[config.mk]
export PLATFORM = sky130hd
export DESIGN_NAME = scan_seq16
export DESIGN_NICKNAME = d
export VERILOG_FILES = /design/src/rtl/scan_seq16.sv
export SDC_FILE = /design/constraint.sdc
export NUM_CORES = 1
export LEC_CHECK = 0
export ABC_CLOCK_PERIOD_IN_PS = 4630
export CORE_MARGIN = 2
export CORE_UTILIZATION = 58
export DETAILED_ROUTE_END_ITERATION = 8
export GPL_ROUTABILITY_DRIVEN = 0
export GPL_TIMING_DRIVEN = 0
export MAX_ROUTING_LAYER = met4
export PLACE_DENSITY = 0.83
export SYNTH_ARGS = -nofsm -noshare
export SYNTH_HDL_FRONTEND = slang
export SYNTH_SLANG_ARGS = --single-unit
[constraint.sdc]
create_clock -name clk -period 4.63 [get_ports clk]
set_input_delay 0.926 -clock clk [delete_from_list [all_inputs] [get_ports clk]]
set_output_delay 0.926 -clock clk [all_outputs]
set_load 0.03 [all_outputs]
[src/rtl/scan_seq16.sv]
`timescale 1ns/1ps
`default_nettype none
// ============================================================================
// Module : scan_seq16
// Brief  : 16-row scan sequencer driving a 4-to-16 decoder (blank, then dwell)
// Rev    : 1.0  initial release
// ============================================================================
module scan_seq16 #(
  parameter int unsigned DWELL_CYC = 8,
  parameter int unsigned BLANK_CYC = 2
) (
  input  logic       clk,
  input  logic       resetn,
  input  logic       start,
  input  logic       stop,
  input  logic       oneshot,
  output logic [3:0] w,
  output logic       en,
  output logic       busy,
  output logic       row_done,
  output logic       frame_done
);

  localparam logic [1:0] c_idle  = 2'd0;
  localparam logic [1:0] c_blank = 2'd1;
  localparam logic [1:0] c_drive = 2'd2;

  localparam logic [7:0] c_blank_load = 8'(BLANK_CYC - 1);
  localparam logic [7:0] c_dwell_load = 8'(DWELL_CYC - 1);
  localparam logic [3:0] c_last_row   = 4'd15;

  logic [1:0] r_state;
  logic [7:0] r_cnt;
  logic [3:0] r_row;
  logic       r_en;
  logic       r_busy;
  logic       r_row_done;
  logic       r_frame_done;

  // The row register doubles as the decoder address, so w only moves when r_row does.
  assign w          = r_row;
  assign en         = r_en;
  assign busy       = r_busy;
  assign row_done   = r_row_done;
  assign frame_done = r_frame_done;

  always_ff @(posedge clk or negedge resetn) begin
    if (!resetn) begin
      r_state      <= c_idle;
      r_cnt        <= 8'd0;
      r_row        <= 4'd0;
      r_en         <= 1'b0;
      r_busy       <= 1'b0;
      r_row_done   <= 1'b0;
      r_frame_done <= 1'b0;
    end else begin
      r_row_done   <= 1'b0;
      r_frame_done <= 1'b0;
      case (r_state)
        c_idle: begin
          if (start && !stop) begin
            r_state <= c_blank;
            r_cnt   <= c_blank_load;
            r_row   <= 4'd0;
            r_busy  <= 1'b1;
          end
        end

        c_blank: begin
          if (stop) begin
            r_state <= c_idle;
            r_cnt   <= 8'd0;
            r_row   <= 4'd0;
            r_en    <= 1'b0;
            r_busy  <= 1'b0;
          end else if (r_cnt == 8'd0) begin
            r_state <= c_drive;
            r_cnt   <= c_dwell_load;
            r_en    <= 1'b1;
          end else begin
            r_cnt <= r_cnt - 8'd1;
          end
        end

        c_drive: begin
          // Stop takes priority over row completion: an abort never pulses row_done.
          if (stop) begin
            r_state <= c_idle;
            r_cnt   <= 8'd0;
            r_row   <= 4'd0;
            r_en    <= 1'b0;
            r_busy  <= 1'b0;
          end else if (r_cnt == 8'd0) begin
            r_en       <= 1'b0;
            r_row_done <= 1'b1;
            r_row      <= r_row + 4'd1;
            if (r_row == c_last_row) begin
              r_frame_done <= 1'b1;
              if (oneshot) begin
                r_state <= c_idle;
                r_cnt   <= 8'd0;
                r_busy  <= 1'b0;
              end else begin
                r_state <= c_blank;
                r_cnt   <= c_blank_load;
              end
            end else begin
              r_state <= c_blank;
              r_cnt   <= c_blank_load;
            end
          end else begin
            r_cnt <= r_cnt - 8'd1;
          end
        end

        default: begin
          r_state <= c_idle;
          r_cnt   <= 8'd0;
          r_row   <= 4'd0;
          r_en    <= 1'b0;
          r_busy  <= 1'b0;
        end
      endcase
    end
  end

endmodule
`default_nettype wire

# Word-level counts from Yosys, hierarchy flattened
# Cells that the tools add are included.
[totals] reg_bits=18 latchBits=0 ram_bits=0 romBits=0 output_inout_bits=8 word_cells=67 mem_count=0
[op_classes] add_sub_neg=2 multipliers=0 div=0 n_lt_le_gt_ge=0 eq_ne=9 shifts=0 n_mux=40 bitwise_logic=1 reduce_logical=8
[op_table] operator="$mux W8" n=6
[op_table] operator="$pmux W8 S3" n=1
[op_table] operator="$mux W1" n=19
[op_table] operator="$mux W4" n=4
[op_table] operator="$mux W2" n=6
[op_table] operator="$ne A3 B3 Y1 const B" n=4
[op_table] operator="$pmux W4 S3" n=1
[op_table] operator="$reduce_and A3 Y1" n=3
[op_table] operator="$logic_not A8 Y1" n=1
[op_table] operator="$sub A8 B1 Y8 const B" n=1
[op_table] operator="$pmux W1 S3" n=2
[op_table] operator="$pmux W2 S3" n=1
[op_table] operator="$reduce_and A5 Y1" n=1
[op_table] operator="$add A4 B1 Y4 const B" n=1
[op_table] operator="$eq A4 B4 Y1 const B" n=1
[op_table] operator="$ne A2 B2 Y1 const B" n=2
[op_table] operator="$eq A2 B1 Y1 const B" n=1
[op_table] operator="$eq A2 B2 Y1 const B" n=1
[op_table] operator="$logic_not A2 Y1" n=1
[op_table] operator="$logic_and A1 B1 Y1" n=1
[op_table] operator="$logic_not A1 Y1" n=1
[op_table] operator="$not A1 Y1" n=1

# Logic depth before layout (Yosys ltp)
[logic_depth] ltp_word=5 mapped_depth=6 mapped_depth_nobuf=6

# Worst setup path before layout
# OpenSTA, ideal clock, no wires.
[synth_timing] path_type="input-to-reg" from="in stop" to="reg r_row[0] (netlist: w[0])" setup_ns=0.125 arrival_ns=1.778 slack_ns=2.727 stages=5 cell_sequence="clkbuf_2 nor2_1 a21boi_0 a21o_1 mux2_4"
[synth_between] elab_chain_len=4 word_cells_on_any_way=8
[synth_lines] item="start, declared" line_no="15" source="input logic stop,"
[synth_lines] item="$logic_not A1 Y1" line_no="61" source="if (start && !stop) begin"
[synth_lines] item="$logic_and A1 B1 Y1" line_no="61"
[synth_lines] item="$ne A2 B2 Y1 (no source line)"
[synth_lines] item="$reduce_and A3 Y1 (no source line)"
[synth_lines] item="end signal, assigned" line_no="96" source="r_row <= r_row + 4'd1;"
[synth_lines] item="end, declared" line_no="34" source="logic [3:0] r_row;"
# Parallel ways exist; a longest one is shown, timed or not.
# A chain may end at the register's enable or synchronous reset.

# Worst setup path in the final report
[layout_timing] from="reg r_row[0] (netlist: w[0])" to="out w[0]"
[layout_rtl] item="end, declared" line_no="17" source="output logic [3:0] w,"
# No word-level cell between the ends.

==> out/qor.csv <==
metric,value,unit
outcome,"complete, no violations",
async_flop_share,1.00,
grt_max_degree,19,
drt-pass1-iter-count,4,
yosysTopAreaCellShare,0.427,
dpl.cell_count,142,
via_per_inst,6.09,
syn-cell-area,1060,um2
clk_path_buf_depth,2,
antennaDiodeCount,0,
cts_hold_buf,0,
synth_flop_cell,dfrtp_1,
finalNetCount,129,
grt_pass1_wl,3590,um
synthCells,106,
cts_resized,0,
crit_chain,clkdlybuf4s50_1,
p_leak,0.531,nW
start_util,0.612,
vias,889,
crit_family,buffers and inverters,
area_growth,16.8,%
die_area,2180,um2
fmax,0.427,GHz
place_area,1200,um2
endpoint_kind,output port,
powerDensity,548,nW/um2
relSlewSlack,0.462,
cts_tree,done,
grt_pass1_vias,809,
hold_violations,0,
yosysWarnings,0,
ir_drop,0.359,mV
grt_setup_unrepaired,false,
synth_area_leaders,"dfrtp_1, a21oi_1, nor2_1, o311ai_0, xor2_1",
drv_slew,0,
synthMostInstantiatedCell,dfrtp_1,
crit_path_max_incr_delay,700,ps
final_area,1230,um2
synth_fp_nets,113,
synth.avg_cell_area,9.96,um2
rows,15,
clk_latency,300,ps
yosysSeqAreaShare,0.427,
worstPathRequired,3700,ps
finalSetupTns,0,ps
worst-r2r-setup-slack,2810,ps
ctsRootBufferMaster,clkbuf_4,
hold_path.class,reg -> reg,
synthDistinctLibCells,47,
htreeDepth,1,
rr_endpoint,r_cnt[4],
antenna_found_initial,0,
grt_use_total,0.242,
criticalPathCategory,reg -> out,
dp_slack,2100,ps
timing.final.crit_share,0.505,
cts_buffers,3,
whs_endpoint,w[3],
drt_wl_total,2170,um
path_clk_slew,100,ps
ant_nets,0,
rr_startpoint,r_cnt[0],
crit_path_max_fanout,4,
worstPathArrival,1410,ps
cts_num_sinks,18,
worst_pin_slew,804,ps
setup_viol,0,
hpwl,1590,um
crit_slowest_cell,clkdlybuf4s50_1,
io_pins,13,
holdPathStages,1,
final_cells,146,
dr.first_iter.drc_count,19,
synth_area_leader_cell,dfrtp_1,
portBuffers,11,
min_period,2340,ps
drive_above_1_share,0.132,
max-cap-violations,0,
fin_skew,6.75,ps
worst-path-buf-inv,1,
drc,0,
synth_edf_count,0,
chipHeight,46.7,um
wire_per_inst,14.8,um
hold_start,w[3],
gr-total-overflow,0,
postCtsSetupRepairBufs,0,
start_kind,flip-flop,
die_w,46.7,um
setup_slack,2290,ps
reg2reg_depth,6,
yosys_register_bits,18,
synth_commonest_cells,"dfrtp_1, a21oi_1, nor2_1",
fp.coreArea,1730,um2
-- worst max-delay path by stage --
stage,end,from,cells past startpoint
after global routing,w[0],w[0],1
after CTS,w[0],w[0],1
after detailed placement,r_cnt[4],start,5
after floorplan,w[0],stop,5
final,w[0],w[0],1
after global placement,r_cnt[5],start,5
-- registers in the layout, summed over array words and instances, names as in the netlist --
| register | count |
|---|---|
| busy | 1 |
| r_state | 2 |
| en | 1 |
| r_cnt | 8 |
| row_done | 1 |
| w | 4 |
| frame_done | 1 |
-- layout make-up --
type | instances | area (um2)
flip-flops and latches | 18 | 450
multi-input cells | 79 | 568
well taps | 25 | 31.3
plain buffers | 4 | 18.8
fillers | 123 | 493
clock buffers | 4 | 36.3
inverters | 5 | 18.8
repair buffers | 11 | 110
-- placed cells by master, fill, tap and decap left out, types with 2 or more instances in the layout --
| cell | count |
|---|---|
| a21boi_0 | 2 |
| a21oi_1 | 8 |
| a31oi_1 | 2 |
| buf_2 | 2 |
| clkbuf_4 | 3 |
| clkdlybuf4s50_1 | 11 |
| dfrtp_1 | 18 |
| ha_1 | 2 |
| inv_1 | 5 |
| nand2_1 | 4 |
| nand2b_1 | 2 |
| nand3_1 | 4 |
| nor2_1 | 8 |
| nor3_1 | 2 |
| o211ai_1 | 2 |
| o21ai_0 | 5 |
| o21ai_1 | 2 |
| o311ai_0 | 3 |
| o32ai_1 | 2 |
| o41ai_1 | 2 |
| xor2_1 | 3 |
-- cells by family (layout without fill, tap and decap cells) --
| kind of cell | count (synthesis) | count (layout) | share of synthesized area |
|---|---|---|---|
| AO/OA/AOI/OAI | 35 | 35 | 0.226 |
| XOR/XNOR | 4 | 4 | 0.0332 |
| adder cells (fa/ha/maj) | 2 | 2 | 0.0237 |
| buffers and inverters | 9 | 24 | 0.0355 |
| flip-flops | 18 | 18 | 0.427 |
| multiplexers | 1 | 1 | 0.0142 |
| AND/OR/NAND/NOR | 37 | 37 | 0.241 |
-- power by group --
group / internal [W] / switching [W] / total (W)
Clock: 0.0000480 / 0.0000502 / 0.0000982
Sequential: 0.000195 / 0.0000525 / 0.000248
Combinational: 0.000146 / 0.000184 / 0.000330
-- through the flow --
stage / power [W] / utilization / hold WS, ps
2_1_floorplan: 0.000498 / - / 527
3_3_place_gp: 0.000569 / 0.693 / 506
3_5_place_dp: 0.000578 / 0.693 / 504
4_1_cts: 0.000678 / 0.714 / 521
5_1_grt: 0.000730 / 0.714 / 552
6_report: 0.000676 / 0.714 / 526
-- metal layers --
metal | global-route usage | up-vias | wire length [um]
met1 | 0.315 | 425 | 994
met3 | 0.0314 | 6 | 90
li1 | - | 432 | -
met4 | 0.111 | 0 | 36
met2 | 0.375 | 26 | 1050
met5 | - | - | 0
(Power assumes the default switching activity.)
